**config.mk**
```make
export PLATFORM = sky130hd
export DESIGN_NAME = pipeline_stall_controller
export DESIGN_NICKNAME = d
export VERILOG_FILES = /design/src/rtl/pipeline_stall_controller.sv
export SDC_FILE = /design/constraint.sdc
export NUM_CORES = 1
export LEC_CHECK = 0
export ABC_AREA = 1
export BUFFER_PORTS_ARGS = -buffer_cell sky130_fd_sc_hd__buf_2
export CAP_MARGIN = 20
export CORE_AREA = 2 2 61 63
export DETAILED_ROUTE_END_ITERATION = 8
export DIE_AREA = 0 0 63 65
export PLACE_DENSITY = 0.73
export SLEW_MARGIN = 0
export SYNTH_ARGS = -nofsm -noshare
export SYNTH_HDL_FRONTEND = slang
export SYNTH_SLANG_ARGS = --single-unit
export TNS_END_PERCENT = 10
```
**constraint.sdc**
```tcl
create_clock -name clk -period 1.4 [get_ports clk]
set_input_delay 0.14 -clock clk [delete_from_list [all_inputs] [get_ports clk]]
set_output_delay 0.14 -clock clk [all_outputs]
set_load 0.01 [all_outputs]
```
**src/rtl/pipeline_stall_controller.sv**
```systemverilog
// Pipeline hazard/stall controller: resolves memory stalls, taken-branch flushes and
// load-use bubbles into freeze/flush/bubble controls, with SRAM wait timeout and stall counting.
module pipeline_stall_controller #(
    parameter int unsigned WAIT_LIMIT = 15,
    parameter int unsigned CNT_W      = 16
) (
    input  logic             clk,
    input  logic             rst,
    input  logic             Hazard_Detected,
    input  logic             Branch_Taken,
    input  logic             MEM_Req,
    input  logic             SRAM_Ready,
    output logic             Freeze_PC,
    output logic             Freeze_IF_ID,
    output logic             Bubble_ID_EXE,
    output logic             Flush_IF_ID,
    output logic             Freeze_Back,
    output logic [CNT_W-1:0] Stall_Count,
    output logic             Mem_Timeout
);

    localparam int unsigned WCNT_W = 8;

    typedef enum logic [1:0] {
        RUN      = 2'd0,
        MEM_WAIT = 2'd1,
        HALT     = 2'd2
    } state_e;

    state_e              state_q, state_d;
    logic [WCNT_W-1:0]   wait_q, wait_d;
    logic                tmo_q, tmo_d;
    logic [CNT_W-1:0]    cnt_q;
    logic                resolve;

    // State, wait counter and sticky timeout registers.
    always_ff @(posedge clk) begin
        if (rst) begin
            state_q <= RUN;
            wait_q  <= '0;
            tmo_q   <= 1'b0;
        end else begin
            state_q <= state_d;
            wait_q  <= wait_d;
            tmo_q   <= tmo_d;
        end
    end

    // Next state and Mealy controls; resolve selects the branch/hazard decision.
    always_comb begin
        state_d       = state_q;
        wait_d        = wait_q;
        tmo_d         = tmo_q;
        resolve       = 1'b0;
        Freeze_PC     = 1'b0;
        Freeze_IF_ID  = 1'b0;
        Bubble_ID_EXE = 1'b0;
        Flush_IF_ID   = 1'b0;
        Freeze_Back   = 1'b0;
        if (!rst) begin
            case (state_q)
                RUN: begin
                    if (MEM_Req && !SRAM_Ready) begin
                        Freeze_PC    = 1'b1;
                        Freeze_IF_ID = 1'b1;
                        Freeze_Back  = 1'b1;
                        wait_d       = WCNT_W'(1);
                        state_d      = MEM_WAIT;
                    end else begin
                        resolve = 1'b1;
                    end
                end
                MEM_WAIT: begin
                    if (!SRAM_Ready) begin
                        Freeze_PC    = 1'b1;
                        Freeze_IF_ID = 1'b1;
                        Freeze_Back  = 1'b1;
                        if (wait_q == WCNT_W'(WAIT_LIMIT)) begin
                            tmo_d   = 1'b1;
                            state_d = HALT;
                        end else begin
                            wait_d = wait_q + WCNT_W'(1);
                        end
                    end else begin
                        resolve = 1'b1;
                        wait_d  = '0;
                        state_d = RUN;
                    end
                end
                HALT: begin
                    Freeze_PC    = 1'b1;
                    Freeze_IF_ID = 1'b1;
                    Freeze_Back  = 1'b1;
                end
                default: state_d = RUN;
            endcase

            // A taken branch squashes the wrong-path ID instruction, so its hazard is moot.
            if (resolve) begin
                if (Branch_Taken) begin
                    Flush_IF_ID   = 1'b1;
                    Bubble_ID_EXE = 1'b1;
                end else if (Hazard_Detected) begin
                    Freeze_PC     = 1'b1;
                    Freeze_IF_ID  = 1'b1;
                    Bubble_ID_EXE = 1'b1;
                end
            end
        end
    end

    // Saturating count of PC-frozen cycles.
    always_ff @(posedge clk) begin
        if (rst) begin
            cnt_q <= '0;
        end else if (Freeze_PC && (cnt_q != {CNT_W{1'b1}})) begin
            cnt_q <= cnt_q + CNT_W'(1);
        end
    end

    assign Stall_Count = cnt_q;
    assign Mem_Timeout = tmo_q;

endmodule

```
### Word level (Yosys, flattened, before mapping)

Index checks and enable logic that the tools add are counted.

* add/subtract/negate cells: 2
* equality and inequality tests: 7
* mux-type cells: 27
* bitwise logic cells: 2
* reduce and logical (&&, ||, !) cells: 8

Operators by type and width (number)
* $mux W8: 3
* $mux W1: 17
* $add A16 B1 Y16 const B: 1
* $ne A16 B16 Y1 const B: 1
* $pmux W8 S2: 1
* $reduce_and A3 Y1: 3
* $add A8 B1 Y8 const B: 1
* $eq A8 B4 Y1 const B: 1
* $mux W2: 3
* $ne A3 B3 Y1 const B: 2
* $pmux W2 S3: 1
* $pmux W1 S3: 1
* $eq A2 B1 Y1 const B: 1
* $eq A2 B2 Y1 const B: 1
* $logic_and A1 B1 Y1: 2
* $logic_not A2 Y1: 1
* $ne A2 B2 Y1 const B: 1
* $not A1 Y1: 2
* $pmux W1 S2: 1
* $reduce_bool A2 Y1: 1
* $logic_not A1 Y1: 1

* bits in registers: 27
* bits of input ports: 6
* output and inout bits: 22

### Logic depth before layout (Yosys ltp)

* depth in word-level cells: 9
* mapped depth: 11

### Least setup slack after synthesis

No wires, ideal clock.

* path kind: register to register
* from: register cnt_q[1], in the netlist Stall_Count[1]
* to: register cnt_q[4], in the netlist Stall_Count[4]
* arrival: 1.493 ns
* slack: -0.232 ns
* stages on the path, launching flop included: 10
* buffers on the path: 1
* period minus slack after synthesis: 1.632 ns
* cell sequence: dfxtp_1 ha_1 nand2_2 nor2_4 nand2_2 nor2_4 nand2_4 buf_2 nand3_1 a21oi_2

* cells in the longest elaborated chain, start to end: 2

Ends and longest elaborated chain
* start: declaration: line 33 `logic [CNT_W-1:0] cnt_q;`
* start signal: assignment: line 117 `cnt_q <= cnt_q + CNT_W'(1);`
* parallel branches: the longest is 2 deep, another holds $add A16 B1 Y16

Parallel ways; which one is timed is not known.
A chain may end at the register's enable or synchronous reset.

### Worst setup path in the final report

* from: register state_q[1]
* to: output port Freeze_IF_ID

* cells in the longest elaborated chain, start to end: 6

Ends and longest elaborated chain
* start: declaration: line 30 `state_e state_q, state_d;`
* start signal: assignment: line 43 `state_q <= state_d;`
* $eq A2 B2 Y1, or another cell as far along: line 61 `case (state_q)`
* $pmux W1 S3: line 61
* $mux W1: line 103 `end else if (Hazard_Detected) begin`
* $mux W1: line 100 `if (Branch_Taken) begin`
* $mux W1 (*): line 99 `if (resolve) begin`
* $mux W1 (*): line 60 `if (!rst) begin`
* end: declaration: line 14 `output logic Freeze_IF_ID,`

Mark *: on every way between the ends. The rest lies on a longest branch, timed or not. The select of a mux whose other input is x is not followed.

==> key figures <==
Yosys
  • Synth top area share: 0.325
  • Xor/xnor share of the synthesized area: 0.0369
  • Syn avg cell area: 6.49 um^2
  • Largest family of logic cells by synthesized area: simple AND/OR/NAND/NOR gates
  • Syn Nets: 264
  • Library cells used by synthesis: 24
  • Post-Synth Simple-Gate Area: 0.422
  • Synth area leaders: dfxtp_1, nand2_1, nand3_1
  • Post-synthesis adder-cell area fraction: 0.0151
  • Synth Cell Area: 1660 um^2
  • Mux contribution to synthesized area: 0
  • Flops & latches, synth: 27
  • Cell taking the most area after synthesis: dfxtp_1
  • Synth warn: 0
  • Post-synthesis compound-gate area fraction: 0.108
  • Sequential-to-total area share from yosys stat: 0.325
  • Cell count after synthesis: 256

Critical path
  • Critical path required time: 1.26 ns
  • CP max stage cell: dfxtp_4
  • Crit path max fanout: 3
  • Worst path cell trace: inv_4, buf_6, nand2_2, nand2_2, nand2_2, nand2_2, nand2_4, buf_6, buf_6
  • Critical Path AT: 1.46 ns
  • Delay of the slowest critical-path stage: around 0.4 ns
  • CP endpoint kind: output pin
  • Crit Path Class: flip-flop to output pin
  • Critical path buffers and inverters: 4
  • Crit path max-delay family: buffers and inverters
  • Worst setup SP type: flip-flop
  • CP dominant cell by count: nand2_2

Die
  • Die width: approximately 63 um
  • Top-level port count: 28
  • # rows: 22
  • Core area: 3500 um^2
  • Chip height: 65 um
  • Die area: 4100 um^2
  • Starting Density: 0.475

Global route
  • Initial antenna violation count: 0
  • GRT Util Overall: 0.222
  • Global route total overflow: 0
  • Largest net degree at the start of global routing: 24
  • Global-route wire length before repair: approximately 7400 um
  • Vias in the first global route: around 1800

Power and ir drop
  • Peak VDD IR: ~0.48 mV
  • Leak: between 1 and 1.5 nW
  • Power Dens Cells: 604 nW/um^2

STA
  • Period Utilization, post-route: 1.14
  • Min Clock Period, post-route: 1.60 ns
  • Endpoints failing setup: 25
  • Fin. max-slew vios: 0
  • Slew at the pin with the worst max-slew slack: 0.330 ns
  • RSZ-0062 raised after global routing: yes
  • Fmax: around 630 MHz
  • Hold Vio Cnt, Final: 0
  • Slew HR: 0.780
  • Worst setup margin: -0.197 ns
  • Clock skew: ~0.013 ns

Clock tree
  • Max Root-Sink Buffers: 2
  • # hold bufs at CTS: 0
  • Num CTS Buffers: 3
  • TritonCTS Sinks: 27
  • CTS tree: built
  • Clk root buf: clkbuf_4
  • Insertion delay to the later sink of the worst-skew pair: 0.33 ns
  • Clock slew seen by the registers of the worst setup and hold paths: roughly 0.14 ns
  • Maximum level of the CTS H-tree: 1

Placed design
  • I/O Buffers: 27
  • Setup WS pre-CTS: -0.0746 ns
  • DP Cell Count: 361
  • RePlAce Congestion: 0.893
  • Detailed placement HPWL: 3090 um

Finish
  • Layout Utilization: 0.679
  • Fill cells: 308
  • Synthesis-to-finish area growth: 42.8%
  • Antenna cell count: 0
  • Share of cells above drive strength 1: 0.403
  • Nets: 334
  • Non-filler instance count after layout: 373

Route
  • Vias/cell: 5.05
  • ANT nets after route: 0
  • Routed via count: between 1500 and 2000
  • DR iter-0 viols: between 100 and 150
  • DRC: 0
  • Total Wirelength: 4700 um
  • Pre-Repair DR Iteration Count: 4
  • Wirelength per Cell: approximately 13 um

Run
  • Max cap viols: 0

Hold path
  • Worst hold path class: primary input to flip-flop

Run status
  • Failing checks: negative setup slack
  • Status: finished, violations left
worst min-delay path, cell delays in order:
cell and delay (ns):
buf_2 0.14, o21ai_0 0.08, nand2_1 0.06, a21oi_1 0.05
flip-flops by register name (all words and copies together), names as in the netlist:
| signal | flops |
|---|---|
| state_q | 2 |
| wait_q | 8 |
| Stall_Count | 16 |
| Mem_Timeout | 1 |
per-stage QoR:
step / hold WS [ns] / setup TNS, ns / power (W) / cell area, um^2
2_1_floorplan: 0.202 / -0.175 / 0.000939 / 1700
3_3_place_gp: 0.444 / -0.156 / 0.00102 / 2130
3_5_place_dp: 0.447 / -0.472 / 0.00103 / 2130
4_1_cts: 0.159 / -0.785 / 0.00141 / 2250
5_1_grt: 0.192 / -4.15 / 0.00151 / 2370
6_report: 0.174 / -1.78 / 0.00143 / 2370
cells in the final DEF (no fill, tap or decap), drive strengths merged, types with 6 or more instances in the layout:
cell type | netlist | layout
nand2 | 79 | 79
o21ai | 7 | 7
buf | 6 | 72
dfxtp | 27 | 27
nand4 | 12 | 12
nor2 | 30 | 30
nand3 | 28 | 28
inv | 28 | 28
xor2 | 6 | 6
a21oi | 23 | 23
cell usage after synthesis (all sizes together):
cell	instances
a21oi	23
buf	6
clkbuf	1
dfxtp	27
ha	2
inv	28
nand2	79
nand3	28
nand4	12
nor2	30
nor3	4
o21ai	7
or2	2
xnor2	1
xor2	6
kinds of logic (layout without fill, tap and decap cells):
kind of cell,Yosys count,in the layout
buffers and inverters,35,104
adder cells (fa/ha/maj),2,2
XOR/XNOR,7,7
AND/OR/NAND/NOR,155,155
flip-flops,27,27
AO/OA/AOI/OAI,30,30
where the power goes:
group / internal [W] / switching [W] / leakage [nW]
Sequential: 0.000781 / 0.0000164 / 0.224
Clock: 0.000112 / 0.000236 / 0.0150
Combinational: 0.000132 / 0.000156 / 0.807
path summary, 6_finish.rpt:
check	from	depth (start not counted)	to	slack (ns)
worst min-delay path	SRAM_Ready	4	wait_q[0]$_SDFFE_PP0P_	0.17
worst max-delay path	state_q[1]$_SDFFE_PP0P_	9	Freeze_IF_ID	-0.20
worst max register to register	state_q[0]$_SDFFE_PP0P_	9	Stall_Count[0]$_SDFFE_PP0P_	-0.09
worst min register to register	Mem_Timeout$_SDFFE_PP0P_	2	Mem_Timeout$_SDFFE_PP0P_	0.46
per-layer routing:
layer | GRT usage | up-vias | routed length, um | part of all wire
met5 | 0 | - | 0 | 0
met2 | 0.406 | 39 | 2480 | 0.53
met3 | 0.0278 | 6 | 151 | 0.032
met1 | 0.268 | 874 | 2020 | 0.43
li1 | - | 965 | - | -
met4 | 0.0722 | 0 | 55 | 0.012
cell type report:
type	count	area, um^2	area share
timing repair buffer	72	531	0.224
clock buffer	4	26.3	0.0111
sequential	27	564	0.238
multi-input combinational	194	1080	0.456
tap	48	60.1	0.0253
inverter	28	110	0.0464
timing repair:
item                                   CTS  global route
setup endpoints to repair               26            32
buffers inserted                         4             4
gates resized for setup                 16            28
pin swaps                                4            11
endpoints found under the hold margin    0             0
No activity file was read; power rests on OpenSTA's default activity.
